==> src/rtl/islam_ihfaz_db_pkg.sv <==
// Shared constants for the slide-switch debounce stage that feeds the D-latch tile.
package islam_ihfaz_db_pkg;

  localparam int DB_SYNC_STAGES_DEF = 2;
  localparam int DB_CYCLES_DEF      = 16;
  localparam int EDGE_CNT_W         = 5;

endpackage : islam_ihfaz_db_pkg

==> src/rtl/islam_ihfaz_debounce_ch.sv <==
// One switch channel: synchroniser chain, hold-time counter and accepted level,
// plus a registered strobe that is high for the first cycle the accepted level is 1.
module islam_ihfaz_debounce_ch
  import islam_ihfaz_db_pkg::*;
#(
  parameter int SYNC_STAGES = DB_SYNC_STAGES_DEF,
  parameter int DB_CYCLES   = DB_CYCLES_DEF
) (
  input  logic clk_i,
  input  logic rst_ni,
  input  logic raw_i,
  output logic stable_o,
  output logic rise_o
);

  localparam int CNT_W = $clog2(DB_CYCLES);
  localparam logic [CNT_W-1:0] CNT_MAX = CNT_W'(DB_CYCLES - 1);

  logic [SYNC_STAGES-1:0] sync_q, sync_d;
  logic [CNT_W-1:0]       cnt_q, cnt_d;
  logic                   stable_q, stable_d;
  logic                   rise_q, rise_d;
  logic                   sync_out;

  assign sync_out = sync_q[SYNC_STAGES-1];

  always_comb begin
    sync_d   = {sync_q[SYNC_STAGES-2:0], raw_i};
    cnt_d    = '0;
    stable_d = stable_q;
    rise_d   = 1'b0;
    // Any cycle where the synchronised level agrees with the accepted one restarts the hold count.
    if (sync_out != stable_q) begin
      if (cnt_q == CNT_MAX) begin
        stable_d = sync_out;
        rise_d   = sync_out;
      end else begin
        cnt_d = cnt_q + 1'b1;
      end
    end
  end

  always_ff @(posedge clk_i) begin
    if (!rst_ni) begin
      sync_q   <= '0;
      cnt_q    <= '0;
      stable_q <= 1'b0;
      rise_q   <= 1'b0;
    end else begin
      sync_q   <= sync_d;
      cnt_q    <= cnt_d;
      stable_q <= stable_d;
      rise_q   <= rise_d;
    end
  end

  assign stable_o = stable_q;
  assign rise_o   = rise_q;

endmodule : islam_ihfaz_debounce_ch

==> src/rtl/tt_um_islam_ihfaz_switch_debounce.sv <==
// Debounced D / E levels for the D-latch tile, with an enable rising-edge pulse.
// Define SWITCH_DEBOUNCE_EDGE_CNT_EN to expose a wrapping 5-bit enable-edge count on uo_out[7:3].
module tt_um_islam_ihfaz_switch_debounce
  import islam_ihfaz_db_pkg::*;
#(
  parameter int SYNC_STAGES = DB_SYNC_STAGES_DEF,
  parameter int DB_CYCLES   = DB_CYCLES_DEF
) (
  input  logic       clk,
  input  logic       rst_n,
  input  logic [7:0] ui_in,
  output logic [7:0] uo_out,
  input  logic [7:0] uio_in,
  output logic [7:0] uio_out,
  output logic [7:0] uio_oe,
  input  logic       ena
);

  logic                  d_clean;
  logic                  e_clean;
  logic                  e_rise;
  logic                  unused_d_rise;
  logic [EDGE_CNT_W-1:0] edge_cnt;

  islam_ihfaz_debounce_ch #(
    .SYNC_STAGES (SYNC_STAGES),
    .DB_CYCLES   (DB_CYCLES)
  ) u_ch_d (
    .clk_i    (clk),
    .rst_ni   (rst_n),
    .raw_i    (ui_in[0]),
    .stable_o (d_clean),
    .rise_o   (unused_d_rise)
  );

  islam_ihfaz_debounce_ch #(
    .SYNC_STAGES (SYNC_STAGES),
    .DB_CYCLES   (DB_CYCLES)
  ) u_ch_e (
    .clk_i    (clk),
    .rst_ni   (rst_n),
    .raw_i    (ui_in[1]),
    .stable_o (e_clean),
    .rise_o   (e_rise)
  );

`ifdef SWITCH_DEBOUNCE_EDGE_CNT_EN
  logic [EDGE_CNT_W-1:0] edge_cnt_q, edge_cnt_d;

  // Counts the registered pulse, so the value moves one cycle after e_rise.
  always_comb begin
    edge_cnt_d = edge_cnt_q;
    if (e_rise) edge_cnt_d = edge_cnt_q + 1'b1;
  end

  always_ff @(posedge clk) begin
    if (!rst_n) edge_cnt_q <= '0;
    else        edge_cnt_q <= edge_cnt_d;
  end

  assign edge_cnt = edge_cnt_q;
`else
  assign edge_cnt = '0;
`endif

  assign uo_out  = {edge_cnt, e_rise, e_clean, d_clean};
  assign uio_out = 8'h00;
  assign uio_oe  = 8'h00;

  logic unused_inputs;
  assign unused_inputs = &{1'b0, ena, uio_in, ui_in[7:2], unused_d_rise};

endmodule : tt_um_islam_ihfaz_switch_debounce
==> config.mk <==
export PLATFORM = sky130hd
export DESIGN_NAME = tt_um_islam_ihfaz_switch_debounce
export DESIGN_NICKNAME = d
export VERILOG_FILES = /design/src/rtl/islam_ihfaz_db_pkg.sv /design/src/rtl/islam_ihfaz_debounce_ch.sv /design/src/rtl/tt_um_islam_ihfaz_switch_debounce.sv
export SDC_FILE = /design/constraint.sdc
export NUM_CORES = 1
export LEC_CHECK = 0
export ABC_AREA = 1
export CORE_MARGIN = 2
export CORE_UTILIZATION = 40
export CTS_CLUSTER_SIZE = 25
export DETAILED_ROUTE_END_ITERATION = 7
export PLACE_DENSITY_LB_ADDON = 0.3
export SLEW_MARGIN = 25
export SYNTH_ARGS = -nofsm -noshare
export SYNTH_HDL_FRONTEND = slang
export SYNTH_HIERARCHICAL = 1
export SYNTH_SLANG_ARGS = --single-unit
==> constraint.sdc <==
create_clock -name clk -period 3 [get_ports clk]
set_clock_uncertainty 0.1 [all_clocks]
set_input_delay 0.75 -clock clk [delete_from_list [all_inputs] [get_ports clk]]
set_output_delay 0.75 -clock clk [all_outputs]
set_load 0.05 [all_outputs]
==> impl_metrics.py, run 1 <==
metrics = {
    "outcome": {
        "status": "completed",
    },
    "placed_design": {
        "port_buffers": 6,
        "gp_congestion": 0.6759,
        "dpl.hpwl_um": 682.3,
    },
    "global_routing": {
        "grt_first_pass_wirelength_um": 1304,
        "grt_max_degree": 9,
        "grt_use_total_pct": 8.821,
        "grt_pass1_vias": 335,
        "grt_overflow": 0,
        "antenna_found_initial": 0,
    },
    "route": {
        "drt_wl_total_um": 872,
        "wl_per_cell_um": 7.148,
        "top_layer": "met4",
        "wl_met1_um": 419,
        "drtAntennaViolNets": 0,
        "drc_errors": 0,
        "met2_length_um": 351,
        "vias_per_cell": 3.943,
        "drt_iter0_markers": 8,
        "dr.pass1.iters": 4,
        "wl_met3_um": 89,
        "num_vias": 481,
    },
    "timing": {
        "rsz0062_at_grt": "no",
        "drv_slew": 0,
        "fmax_mhz": 426.7,
        "setup-tns-final_ns": 0,
        "finalHoldViolations": 0,
        "fin_crit_sh_pct": 78.12,
        "setup_viol": 0,
        "fin_crit_ns": 2.344,
    },
    "power": {
        "power_w": 0.0003875,
        "ir_drop_uv": 228.3,
        "power.density_nw_per_um2": 509.4,
        "total_leakage_power_nw": 0.3492,
    },
    "finish": {
        "final_nets": 119,
        "final_cell_mix": "conb_1 (21), dfxtp_1 (15), nand2_1 (12)",
        "final_common_cell": "conb_1",
        "drive_gt1_share_pct": 9.278,
        "syn_to_final_growth_pct": 1.672,
        "antenna_cells": 0,
    },
    "critical_path": {
        "r2r_start": "u_ch_e/cnt_q[0]",
        "cp_cell_sequence": "clkdlybuf4s50_1",
        "worstPathRequired_ns": 2.15,
        "path_buf_inv": 1,
        "r2r_slack_ns": 1.92,
        "critical_path.top_delay_family": "buffers and inverters",
        "ff2ff_path_depth": 4,
        "arrival_ns": 1.49,
        "crit_fanout": 4,
        "cp-end-kind": "output pin",
        "rr_endpoint": "u_ch_e/cnt_q[0]",
        "crit_slowest_cell": "clkdlybuf4s50_1",
        "start_kind": "register",
        "crit_type": "register to output pin",
        "slowest_delay_ns": 0.82,
    },
    "clocking": {
        "clk_latency_ns": 0.28,
        "cts.sink_count": 15,
        "cts_buffers": 3,
        "postCtsSetupRepairBufs": 0,
        "cts_tree": "built",
        "ctsLongestPathBuffers": 2,
        "clk_pin_slew_ns": 0.08,
        "cts-root-buf": "clkbuf_4",
        "post_cts_resized": 0,
        "h-tree-depth": 1,
        "cts_hold_buf": 0,
    },
    "floorplan": {
        "core-area_um2": 1745,
        "die_area_um2": 2233,
        "dieWidth_um": 47.25,
        "start_util_pct": 42.87,
        "ios": 43,
        "die_height_um": 47.25,
        "rows": 15,
    },
    "worst_hold_path": {
        "hold-path-endpoint": "u_ch_d/sync_q[1]",
        "min_path_type": "register to register",
        "holdPathStages": 2,
        "hold_start": "u_ch_d/sync_q[0]",
    },
    "logic_synthesis": {
        "syn_area_um2": 748.2,
        "post_synth.cell_area_avg_um2": 8.222,
        "syn_inst": 91,
        "yosysWarnings": 6,
    },
    "job": {
        "maxCapViolations": 0,
    },
}
==> per-stage QoR <==
| step | std cells | area, um2 | util (%) | setup WS (ns) | hold WS (ns) |
|---|---|---|---|---|---|
| 6_report | 122 | 760.7 | 43.58 | 0.6563 | 0.3204 |
| 5_1_grt | 122 | 760.7 | 43.58 | 0.6032 | 0.3431 |
| 4_1_cts | 122 | 760.7 | 43.58 | 0.6397 | 0.3226 |
| 3_5_place_dp | 118 | 734.5 | 42.08 | 0.9630 | 0.3020 |
| 3_3_place_gp | 118 | 734.5 | 42.08 | 0.9703 | 0.2939 |
| 2_1_floorplan | 111 | 823.3 | - | 1.600 | 0.2900 |
==> registers in the layout, summed over array words and instances (netlist names) <==
signal           flops
u_ch_d/stable_o      1
u_ch_e/cnt_q         4
u_ch_e/stable_o      1
u_ch_d/sync_q        2
u_ch_d/cnt_q         4
u_ch_e/sync_q        2
u_ch_e/rise_o        1
==> how the worst max path moves through the flow <==
stage                     from        end  slack (ns)  cells after the start
2_1_floorplan  u_ch_d/stable_o  uo_out[0]        1.60                      1
3_3_place_gp   u_ch_e/stable_o  uo_out[1]        0.97                      1
3_5_place_dp   u_ch_e/stable_o  uo_out[1]        0.96                      1
4_1_cts        u_ch_e/stable_o  uo_out[1]        0.64                      1
5_1_grt        u_ch_e/stable_o  uo_out[1]        0.60                      1
6_report       u_ch_e/stable_o  uo_out[1]        0.66                      1
==> per-layer routing <==
layer  GRT usage (%)  vias to the layer above
met2           11.89                       25
li1                -                      253
met1           10.44                      201
met3           3.462                        2
met4           8.333                        0
met5               0                        -
==> area by class of cell <==
class,count,area [um2]
Clock buffer,4,26.28
Timing Repair Buffer,6,60.06
Fill cell,187,984.7
Inverter,10,37.54
Multi-Input combinational cell,62,305.3
Tap cell,25,31.28
Sequential cell,15,300.3
==> where the power goes <==
group | switching, W | internal [W] | leakage (nW) | total, W
clock | 0.0000614 | 0.0000516 | 0.0150 | 0.000113
combinational | 0.0000636 | 0.00000664 | 0.212 | 0.0000702
sequential | 0.00000202 | 0.000202 | 0.122 | 0.000204
total | 0.000127 | 0.000260 | 0.349 | 0.000387
Power figures use the tool's default switching activity.
==> inputs of run 2 (changes only) <==
CORE_UTILIZATION = 34   (was 40)
clock period = 2.1 ns   (was 3 ns; I/O delays follow)
==> impl_metrics.py, run 2 (synthesis results as in run 1) <==
metrics = {
    "critical_path": {
        "crit_fanout": 4,
        "r2r_slack_ns": 1.00,
        "worstPathRequired_ns": 1.47,
        "r2r_start": "u_ch_d/cnt_q[0]",
        "cp.depth": 1,
        "start_kind": "register",
        "arrival_ns": 0.88,
        "crit_type": "register to output pin",
        "ff2ff_path_depth": 4,
        "cp_cell_sequence": "buf_4",
        "slowest_delay_ns": 0.38,
        "cp-end-kind": "output pin",
        "crit_slowest_cell": "dfxtp_1",
        "critical_path.top_delay_family": "flip-flops",
        "cp-startpoint": "u_ch_e/stable_o",
        "path_buf_inv": 1,
    },
    "clocking": {
        "cts_hold_buf": 0,
        "post_cts_resized": 0,
        "cts.sink_count": 15,
        "clk_pin_slew_ns": 0.09,
        "h-tree-depth": 1,
        "ctsLongestPathBuffers": 2,
        "cts_tree": "built",
        "postCtsSetupRepairBufs": 0,
        "cts-root-buf": "clkbuf_4",
        "cts_buffers": 3,
        "clk_latency_ns": 0.28,
    },
    "global_routing": {
        "grt_overflow": 0,
        "top_usage_layer": "met1",
        "grt_use_total_pct": 8.133,
        "grt_first_pass_wirelength_um": 1518,
        "grtUsageMet2_pct": 9.740,
        "grt_pass1_vias": 361,
        "grt_use_met3_pct": 2.632,
        "antenna_found_initial": 0,
        "use_met1_pct": 10.81,
        "grt_max_degree": 9,
    },
    "floorplan": {
        "core-area_um2": 2022,
        "rows": 16,
        "die_area_um2": 2592,
        "die_height_um": 50.91,
        "ios": 43,
        "dieWidth_um": 50.91,
        "start_util_pct": 37.00,
    },
    "power": {
        "p_sw_w": 0.0001796,
        "power_frac_clock_pct": 28.9,
        "p_int_w": 0.0003720,
        "swShare_pct": 32.55,
        "power.density_nw_per_um2": 729.9,
        "pwr-share-comb_pct": 18.1,
        "total_leakage_power_nw": 0.3554,
        "p_seq_share_pct": 52.9,
        "ir_drop_uv": 334.8,
    },
    "worst_hold_path": {
        "min_path_type": "register to register",
        "holdPathStages": 2,
        "hold_start": "u_ch_e/sync_q[0]",
    },
    "finish": {
        "antenna_cells": 0,
        "ff_latch_area_um2": 300.3,
        "multi_input_area_um2": 305.3,
        "final_cell_mix": "conb_1 (21), dfxtp_1 (15), nand2_1 (12)",
        "drive_gt1_share_pct": 12.37,
        "n_fill_cell": 207,
        "final_nets": 119,
        "final_common_cell": "conb_1",
        "reg_top3": "u_ch_d/cnt_q: 4 flops, u_ch_e/cnt_q: 4 flops",
        "syn_to_final_growth_pct": 1.003,
        "fin_util_pct": 37.38,
    },
    "placed_design": {
        "dpl.hpwl_um": 687.6,
        "port_buffers": 6,
        "gp_congestion": 0.7022,
    },
    "timing": {
        "fmax_mhz": 664.7,
        "rsz0062_at_grt": "no",
        "fin_crit_sh_pct": 71.64,
        "holdWs_ns": 0.3181,
        "fin_crit_ns": 1.505,
        "setup-tns-final_ns": 0,
        "setup_viol": 0,
        "drv_slew": 0,
        "finalHoldViolations": 0,
    },
    "outcome": {
        "status": "completed",
    },
    "route": {
        "num_vias": 461,
        "drt_iter0_markers": 1,
        "drtAntennaViolNets": 0,
        "drt_wl_total_um": 864,
        "wl_per_cell_um": 6.968,
        "vias_per_cell": 3.718,
        "dr.pass1.iters": 3,
        "drc_errors": 0,
    },
    "job": {
        "maxCapViolations": 0,
    },
}
[run 2: changes by cell type in the layout (fill, tap and decap cells not counted)]
cell and delta:
buf_4 +3, clkdlybuf4s50_1 -3
[run 2: final timing paths]
| kind | to |
|---|---|
| max | uo_out[1] |
| min | u_ch_e/sync_q[1] |
| max reg2reg | u_ch_d/cnt_q[0] |
| min reg2reg | u_ch_e/sync_q[1] |
[run 2: layout make-up]
cell class | count | share of cell area (%)
inverters | 10 | 4.967
flip-flops and latches | 15 | 39.74
repair buffers | 6 | 6.954
clock buffers | 4 | 3.477
well taps | 27 | 4.470
multi-input cells | 62 | 40.40
[run 2: power groups by stage]
stage,Combinational (W),Clock [W],Sequential (W)
after CTS,0.0000996,0.000171,0.000292
final,0.000100,0.000160,0.000292
after floorplan,0.000122,0,0.000298
after global routing,0.000106,0.000186,0.000293
after global placement,0.0000994,0,0.000298
after detailed placement,0.0000996,0,0.000299
[run 2: through the flow]
| step | power, W | instance area [um2] | setup WS [ns] | instances |
|---|---|---|---|---|
| global placement | 0.0003978 | 729.5 | 0.4048 | 120 |
| floorplan | 0.0004203 | 823.3 | 0.9252 | 111 |
| global route | 0.0005853 | 755.7 | 0.5481 | 124 |
| CTS | 0.0005622 | 755.7 | 0.5714 | 124 |
| detailed placement | 0.0003981 | 729.5 | 0.3886 | 120 |
| finish | 0.0005516 | 755.7 | 0.5955 | 124 |
[run 2: worst min-delay path: stages, from the launching register on]
cell and delay, ns:
dfxtp_1 0.31, nand2_1 0.04, inv_1 0.04
[run 2: layer usage]
metal	share of wire [%]	vias up
met1	50	185
met5	0	-
met4	2.2	0
li1	-	250
met2	40	24
met3	7.3	2
==> inputs of run 3 (changes only) <==
CORE_UTILIZATION = 37   (was 34)
clock period = 1.5 ns   (was 2.1 ns; I/O delays follow)
==> impl_metrics.py, run 3 (synthesis results as in run 1) <==
metrics = {
    "clocking": {
        "ctsLongestPathBuffers": 2,
        "clk_latency_ns": 0.27,
        "cts_buffers": 3,
        "clk_pin_slew_ns": 0.08,
        "post_cts_resized": 0,
        "cts_tree": "built",
        "cts.sink_count": 15,
        "cts-root-buf": "clkbuf_4",
        "postCtsSetupRepairBufs": 0,
        "h-tree-depth": 1,
        "cts_hold_buf": 0,
    },
    "critical_path": {
        "crit_slowest_cell": "dfxtp_1",
        "crit_fanout": 4,
        "critical_path.top_delay_family": "flip-flops",
        "arrival_ns": 0.87,
        "path_buf_inv": 1,
        "worstPathRequired_ns": 1.02,
        "start_kind": "register",
        "crit_type": "register to output pin",
        "cp-end-kind": "output pin",
        "cp_cell_sequence": "buf_12",
        "slowest_delay_ns": 0.43,
    },
    "route": {
        "drt_wl_total_um": 828,
        "wl_per_cell_um": 6.624,
        "num_vias": 463,
        "drc_errors": 0,
        "drtAntennaViolNets": 0,
        "vias_per_cell": 3.704,
        "drt_iter0_markers": 6,
        "dr.pass1.iters": 2,
    },
    "placed_design": {
        "gp_congestion": 0.6379,
        "dpl.hpwl_um": 688.6,
        "pre_cts_ws_ns": 0.006684,
        "port_buffers": 6,
    },
    "global_routing": {
        "grt_pass1_vias": 334,
        "grt_max_degree": 9,
        "grt_use_total_pct": 7.083,
        "antenna_found_initial": 0,
        "grt_overflow": 0,
        "grt_first_pass_wirelength_um": 1290,
    },
    "power": {
        "power.density_nw_per_um2": 957.0,
        "p_int_w": 0.0005223,
        "p_sw_w": 0.0002440,
        "power_frac_clock_pct": 28.1,
        "p_seq_share_pct": 53.3,
        "total_leakage_power_nw": 0.3682,
        "ir_drop_uv": 409.0,
        "power_w": 0.0007663,
        "pwr-share-comb_pct": 18.6,
        "swShare_pct": 31.85,
    },
    "timing": {
        "setup-tns-final_ns": 0,
        "drv_slew": 0,
        "setup_viol": 0,
        "fin_crit_sh_pct": 89.75,
        "holdWs_ns": 0.3174,
        "finalHoldViolations": 0,
        "fin_crit_ns": 1.346,
        "fmax_mhz": 742.8,
        "finalWorstSetupSlack_ns": 0.1538,
        "rsz0062_at_grt": "no",
    },
    "job": {
        "maxCapViolations": 0,
    },
    "finish": {
        "ff_latch_area_um2": 300.3,
        "n_fill_cell": 210,
        "final_cell_mix": "conb_1 (21), dfxtp_1 (15), nand2_1 (12)",
        "multi_input_area_um2": 305.3,
        "antenna_cells": 0,
        "syn_to_final_growth_pct": 7.023,
        "final_nets": 120,
        "reg_top3": "u_ch_d/cnt_q: 4 flops, u_ch_e/cnt_q: 4 flops",
        "final_common_cell": "conb_1",
        "drive_gt1_share_pct": 13.27,
    },
    "floorplan": {
        "ios": 43,
        "dieWidth_um": 48.97,
        "die_height_um": 48.97,
        "rows": 16,
        "start_util_pct": 38.53,
        "die_area_um2": 2398,
        "core-area_um2": 1942,
    },
    "outcome": {
        "status": "completed",
    },
    "worst_hold_path": {
        "min_path_type": "register to register",
    },
}
## run 3: changes by cell type in the layout (fill, tap and decap cells not counted), sizes merged
| cell | before | now |
|---|---|---|
| buf | 3 | 4 |
## run 3: final timing paths
| kind | start | end | slack, ns | cells after the start |
|---|---|---|---|---|
| worst max-delay path | u_ch_e/stable_o | uo_out[1] | 0.15 | 1 |
| worst min-delay path | u_ch_e/sync_q[0] | u_ch_e/sync_q[1] | 0.32 | 2 |
| worst max register to register | u_ch_e/cnt_q[0] | u_ch_e/cnt_q[0] | 0.41 | 4 |
| worst min register to register | u_ch_e/sync_q[0] | u_ch_e/sync_q[1] | 0.32 | 2 |
## run 3: cell type report
cell class / count / share of cell area, %
multi-input cells: 62 / 38.13
repair buffers: 7 / 12.19
inverters: 10 / 4.688
well taps: 27 / 4.219
flip-flops and latches: 15 / 37.50
clock buffers: 4 / 3.281
## run 3: stage by stage
step	util [%]	area, um2	instances
global route	41.24	800.8	125
global placement	39.88	774.5	121
CTS	41.24	800.8	125
finish	41.24	800.8	125
floorplan	-	823.3	111
detailed placement	39.88	774.5	121
## run 3: per-layer routing
| layer | share of wire [%] | vias up | wire length (um) | track usage [%] |
|---|---|---|---|---|
| li1 | - | 252 | - | - |
| met1 | 49 | 194 | 403 | 9.560 |
| met2 | 45 | 15 | 370 | 9.361 |
| met3 | 5.9 | 2 | 49 | 1.840 |
| met4 | 0.60 | 0 | 5 | 5.714 |
| met5 | 0 | - | 0 | 0 |
## run 3: power by group through the flow
stage | Clock (W) | Sequential, W | Combinational, W
after global routing | 0.000248 | 0.000410 | 0.000149
final | 0.000216 | 0.000408 | 0.000142
after floorplan | 0 | 0.000417 | 0.000171
after detailed placement | 0 | 0.000418 | 0.000142
after CTS | 0.000229 | 0.000409 | 0.000142
after global placement | 0 | 0.000418 | 0.000141
